## config.mk

```make
export PLATFORM = sky130hd
export DESIGN_NAME = lsu_ctrl
export DESIGN_NICKNAME = d
export VERILOG_FILES = /design/src/rtl/lsu_pkg.sv /design/src/rtl/lsu_align.sv /design/src/rtl/lsu_ctrl.sv
export SDC_FILE = /design/constraint.sdc
export NUM_CORES = 1
export LEC_CHECK = 0
export BUFFER_PORTS_ARGS = -buffer_cell sky130_fd_sc_hd__buf_4
export CAP_MARGIN = 20
export CELL_PAD_IN_SITES_DETAIL_PLACEMENT = 1
export CELL_PAD_IN_SITES_GLOBAL_PLACEMENT = 1
export CORE_UTILIZATION = 39
export DETAILED_ROUTE_END_ITERATION = 12
export GPL_TIMING_DRIVEN = 0
export PLACE_DENSITY_LB_ADDON = 0.2
export REMOVE_ABC_BUFFERS = 1
export SYNTH_ARGS = -nofsm -noshare
export SYNTH_HDL_FRONTEND = slang
export SYNTH_SLANG_ARGS = --single-unit
export TNS_END_PERCENT = 20
```

## constraint.sdc

```tcl
create_clock -name clk -period 19.6 [get_ports clk]
set_input_delay 3.92 -clock clk [delete_from_list [all_inputs] [get_ports clk]]
set_output_delay 3.92 -clock clk [all_outputs]
set_load 0.01 [all_outputs]
```

## src/rtl/lsu_pkg.sv

```systemverilog
// Shared definitions for the load/store control stage: funct3 codes,
// one-hot memory size masks and the controller state encoding.
package lsu_pkg;

  localparam logic [2:0] F3_B   = 3'b000;
  localparam logic [2:0] F3_H   = 3'b001;
  localparam logic [2:0] F3_W   = 3'b010;
  localparam logic [2:0] F3_D   = 3'b011;
  localparam logic [2:0] F3_BU  = 3'b100;
  localparam logic [2:0] F3_HU  = 3'b101;
  localparam logic [2:0] F3_WU  = 3'b110;
  localparam logic [2:0] F3_ILL = 3'b111;

  localparam logic [3:0] MASK_D = 4'b0001;
  localparam logic [3:0] MASK_W = 4'b0010;
  localparam logic [3:0] MASK_H = 4'b0100;
  localparam logic [3:0] MASK_B = 4'b1000;

  typedef enum logic [1:0] {
    IDLE   = 2'd0,
    ACCESS = 2'd1,
    RESP   = 2'd2
  } state_e;

endpackage

```

## src/rtl/lsu_align.sv

```systemverilog
// Byte-lane alignment for the LSU: store data shift, load right-shift with
// sign/zero extension, and the misalignment/illegal-op check on incoming ops.
module lsu_align
  import lsu_pkg::*;
(
  input  logic [2:0]  chk_funct3,
  input  logic        chk_store,
  input  logic [2:0]  chk_addr_lo,
  input  logic [2:0]  funct3,
  input  logic [2:0]  addr_lo,
  input  logic [63:0] wdata,
  input  logic [63:0] rdata,
  output logic [63:0] wdata_sh,
  output logic [63:0] rdata_ext,
  output logic        misalign
);

  function automatic logic [63:0] load_extend(input logic [63:0] v, input logic [2:0] f3);
    logic sx;
    sx = ~f3[2];
    case (f3[1:0])
      2'b00:   return {{56{sx & v[7]}},  v[7:0]};
      2'b01:   return {{48{sx & v[15]}}, v[15:0]};
      2'b10:   return {{32{sx & v[31]}}, v[31:0]};
      default: return v;
    endcase
  endfunction

  logic [63:0] rdata_sh;

  assign wdata_sh  = wdata << {addr_lo, 3'b000};
  assign rdata_sh  = rdata >> {addr_lo, 3'b000};
  assign rdata_ext = load_extend(rdata_sh, funct3);

  // Unsigned store variants and funct3=111 never reach memory
  always_comb begin
    misalign = 1'b0;
    if (chk_funct3 == F3_ILL || (chk_store && chk_funct3[2])) begin
      misalign = 1'b1;
    end else begin
      case (chk_funct3[1:0])
        2'b01:   misalign = chk_addr_lo[0];
        2'b10:   misalign = |chk_addr_lo[1:0];
        2'b11:   misalign = |chk_addr_lo;
        default: misalign = 1'b0;
      endcase
    end
  end

endmodule

```

## src/rtl/lsu_ctrl.sv

```systemverilog
// Load/store control stage between EXU and WBU: one op at a time, a single
// memory access cycle, and a held result until WBU accepts it.
module lsu_ctrl
  import lsu_pkg::*;
#(
  parameter int TAG_W = 5
) (
  input  logic             clk,
  input  logic             rst,
  input  logic             in_valid,
  output logic             in_ready,
  input  logic             in_store,
  input  logic [2:0]       in_funct3,
  input  logic [63:0]      in_addr,
  input  logic [63:0]      in_wdata,
  input  logic [TAG_W-1:0] in_tag,
  output logic             mem_ena,
  output logic             mem_wen,
  output logic [3:0]       mem_mask,
  output logic [63:0]      mem_addr,
  output logic [63:0]      mem_wdata,
  input  logic [63:0]      mem_rdata,
  output logic             out_valid,
  input  logic             out_ready,
  output logic [63:0]      out_rdata,
  output logic [TAG_W-1:0] out_tag,
  output logic             out_store,
  output logic             out_misalign
);

  state_e      state, state_nx;
  logic [63:0] addr_q, wdata_q;
  logic [2:0]  funct3_q;
  logic        store_q;
  logic [TAG_W-1:0] tag_q;
  logic [63:0] wdata_sh, rdata_ext;
  logic        misalign;

  lsu_align u_align (
    .chk_funct3 (in_funct3),
    .chk_store  (in_store),
    .chk_addr_lo(in_addr[2:0]),
    .funct3     (funct3_q),
    .addr_lo    (addr_q[2:0]),
    .wdata      (wdata_q),
    .rdata      (mem_rdata),
    .wdata_sh   (wdata_sh),
    .rdata_ext  (rdata_ext),
    .misalign   (misalign)
  );

  always_ff @(posedge clk or posedge rst) begin
    if (rst) state <= IDLE;
    else     state <= state_nx;
  end

  // Memory strobes decode from state so an async reset kills them at once
  always_comb begin
    state_nx  = state;
    in_ready  = 1'b0;
    out_valid = 1'b0;
    mem_ena   = 1'b0;
    mem_wen   = 1'b0;
    mem_mask  = 4'b0000;
    case (state)
      IDLE: begin
        in_ready = 1'b1;
        if (in_valid) state_nx = misalign ? RESP : ACCESS;
      end
      ACCESS: begin
        mem_ena = 1'b1;
        mem_wen = store_q;
        case (funct3_q[1:0])
          2'b00:   mem_mask = MASK_B;
          2'b01:   mem_mask = MASK_H;
          2'b10:   mem_mask = MASK_W;
          default: mem_mask = MASK_D;
        endcase
        state_nx = RESP;
      end
      RESP: begin
        out_valid = 1'b1;
        if (out_ready) state_nx = IDLE;
      end
      default: state_nx = IDLE;
    endcase
  end

  always_ff @(posedge clk or posedge rst) begin
    if (rst) begin
      addr_q       <= '0;
      wdata_q      <= '0;
      funct3_q     <= '0;
      store_q      <= 1'b0;
      tag_q        <= '0;
      out_rdata    <= '0;
      out_misalign <= 1'b0;
    end else if (state == IDLE && in_valid) begin
      addr_q       <= in_addr;
      wdata_q      <= in_wdata;
      funct3_q     <= in_funct3;
      store_q      <= in_store;
      tag_q        <= in_tag;
      out_rdata    <= '0;
      out_misalign <= misalign;
    end else if (state == ACCESS) begin
      out_rdata    <= store_q ? 64'd0 : rdata_ext;
    end
  end

  assign mem_addr  = addr_q;
  assign mem_wdata = wdata_sh;
  assign out_tag   = tag_q;
  assign out_store = store_q;

endmodule

```

==> reports/results.ini <==
[status]
status=completed

[global_route]
grt_pass1_wl_mm=69.0
antenna_found_initial=3
busiest_layer=met2
grt_pass1_vias=12400
grt.overflow.total=0
grt_usage_pct=28.7
grt.met2_usage_pct=51.1
met1_usage_pct=33.4
grt_max_degree=114
use_met3_pct=6.78

[cts]
clkSinkCount=204
cts_buffer_depth=3
cts_resized=0
cts_made_buffers=25
clkTransAtPathRegs_ps=60
htreeDepth=1
clock_latency_ps=520
root_buffer=clkbuf_16
cts_tree=built
holdBufCountCts=0
post_cts_buffers=0

[sta]
setup_viol=0
fmax_mhz=131
slew_viol_final=0
grt_setup_unrepaired=false
fin_ws_ps=11990
maxSlewHeadroom_pct=26.6
fin_skew_ps=12.0
setup_tns_ps=0
max_slew.worst_pin.slew_ps=1100
hold_viol_final=0
fin_crit_ps=7610
post-route-period-util_pct=38.8

[worst_hold_path]
hold_end=wdata_q[60]$_DFFE_PP0P_
hold_start=wdata_q[60]$_DFFE_PP0P_
holdPathStages=2
hold_class=flop to flop

[placed_design]
pre_cts_ws_ps=12500
place_area_um2=15000
routabilityCongestion=0.832
dpl.hpwl_mm=30.2
port_buffers=411

[detailed_routing]
drc=0
via_count=11600
ant_nets=0
first_pass_iters=5
wire_per_inst_um=20.9
viasPerCell=5.49
wl_mm=43.9
drtIter0Drc=870

[yosys]
ys.flop_type=dfrtp_1
synth_enable_flop_cells=0
synth_cell_types=44
synth_area_um2=11500
syn_area_per_cell_um2=8.50
yosys_register_bits=204
async_flop_share_pct=100
ys_seq_area_share_pct=44.3
synth_cells=1356
yosys_warnings=0

[critical_path]
crit_type=flop to output pin
crit_path_end_kind=output pin
reg2reg_from=mem_addr[0]$_DFFE_PP0P_
timing.rr.end=out_rdata[58]$_DFFE_PP0P_
rr_worst_depth=6
required_ps=15680
cp_max_fo=68
r2r_setup_slack_ps=16000
worst_ep_arrival_time_ps=3690
start_kind=flop

[floorplan]
dieHeight_um=174
rows=62
core-area_um2=28900
die-area_um2=30300
ioPinCount=412
die-width_um=174
initial_core_util_pct=40.0

[power]
powerDensity_nw_per_um2=171
leakage_nw=7.90
vdd_drop_max_mv=0.0881

[final_layout]
nets=1905
final_area_um2=15700
final_common_cell=nand2_1
syn_to_final_growth_pct=36.5
drive_above_1_share_pct=29.9
final_cell_mix=501 x nand2_1, 411 x buf_4, 201 x dfrtp_1

[run]
maxCapViolations=0

[routing by layer]
| layer | part of all wire, % | wire [µm] |
|---|---|---|
| met3 | 7.6 | 3360 |
| met1 | 39 | 16900 |
| met5 | 0 | 0 |
| met4 | 3.7 | 1630 |
| met2 | 50 | 22000 |
[where the power goes]
part / internal (mW) / leakage (nW) / switching (mW)
Sequential: 0.585 / 2.61 / 0.180
Clock: 0.246 / 0.364 / 0.184
Combinational: 0.667 / 4.93 / 0.834
Total: 1.50 / 7.90 / 1.20
[cells in the mapped netlist, types with 8 or more instances]
| master | count | area share, % |
|---|---|---|
| a22oi_1 | 16 | 1.0 |
| mux2i_1 | 133 | 12 |
| a311oi_1 | 8 | 0.61 |
| clkbuf_1 | 68 | 2.2 |
| o31ai_1 | 15 | 0.98 |
| mux4_2 | 12 | 2.3 |
| a21oi_1 | 32 | 1.4 |
| o21ai_0 | 86 | 3.7 |
| o21ai_1 | 16 | 0.69 |
| o22ai_1 | 31 | 1.7 |
| buf_2 | 25 | 1.1 |
| nand2_1 | 502 | 16 |
| mux2_2 | 22 | 2.1 |
| nor2_1 | 65 | 2.1 |
| o211ai_1 | 20 | 1.3 |
| a211oi_1 | 16 | 1.0 |
| dfrtp_1 | 204 | 44 |
| nor2b_1 | 12 | 0.65 |
| and2_1 | 18 | 0.98 |
[cell type report]
class	count	area (µm²)
fill	3461	13100
clock buffer	37	701
multi-input combinational	1038	5960
sequential	204	5120
clock inverter	7	37.5
antenna	3	7.51
tap	384	480
inverter	5	26.3
timing repair buffer	426	3420
[flip-flops by register name, indices dropped and copies added (netlist names)]
name,cells
out_tag,5
mem_addr,64
state,2
out_store,1
wdata_q,64
out_misalign,1
funct3_q,3
out_rdata,64
[worst max-delay path, cell delays in order, from the launching register on]
cell and delay (ps):
dfrtp_4 630, buf_16 280, inv_2 710, nand2_1 910, nor2_1 430, buf_4 180
[through the flow]
| step | hold slack (ps) | util, % | power (mW) | cells |
|---|---|---|---|---|
| 3_5_place_dp | 464 | 52.0 | 2.27 | 2057 |
| 5_1_grt | 503 | 54.5 | 2.87 | 2103 |
| 3_3_place_gp | 457 | 50.6 | 2.28 | 2042 |
| 6_report | 471 | 54.5 | 2.70 | 2104 |
| 2_1_floorplan | 442 | - | 1.60 | 1247 |
| 4_1_cts | 478 | 54.5 | 2.72 | 2101 |
[cells by family (layout without fill, tap and decap cells)]
family	after synthesis	after routing	share of synthesized area, %
AOI/OAI and AO/OA	262	262	14.4
other	0	3	0
DFF	204	204	44.3
buffers and inverters	114	475	4.35
and+or+nand+nor	608	608	20.7
muxes	168	168	16.3
[worst max path at each step]
stage	slack, ps	endpoint	from
after global placement	7290	out_rdata[5]$_DFFE_PP0P_	rst
final	11990	mem_wdata[11]	mem_addr[2]$_DFFE_PP0P_
after detailed placement	12500	mem_wdata[11]	mem_addr[2]$_DFFE_PP0P_
after CTS	11920	mem_wdata[11]	mem_addr[2]$_DFFE_PP0P_
after floorplan	10110	funct3_q[0]$_DFFE_PP0P_	rst
after global routing	11840	mem_wdata[34]	mem_addr[2]$_DFFE_PP0P_
(Power assumes the default switching activity.)
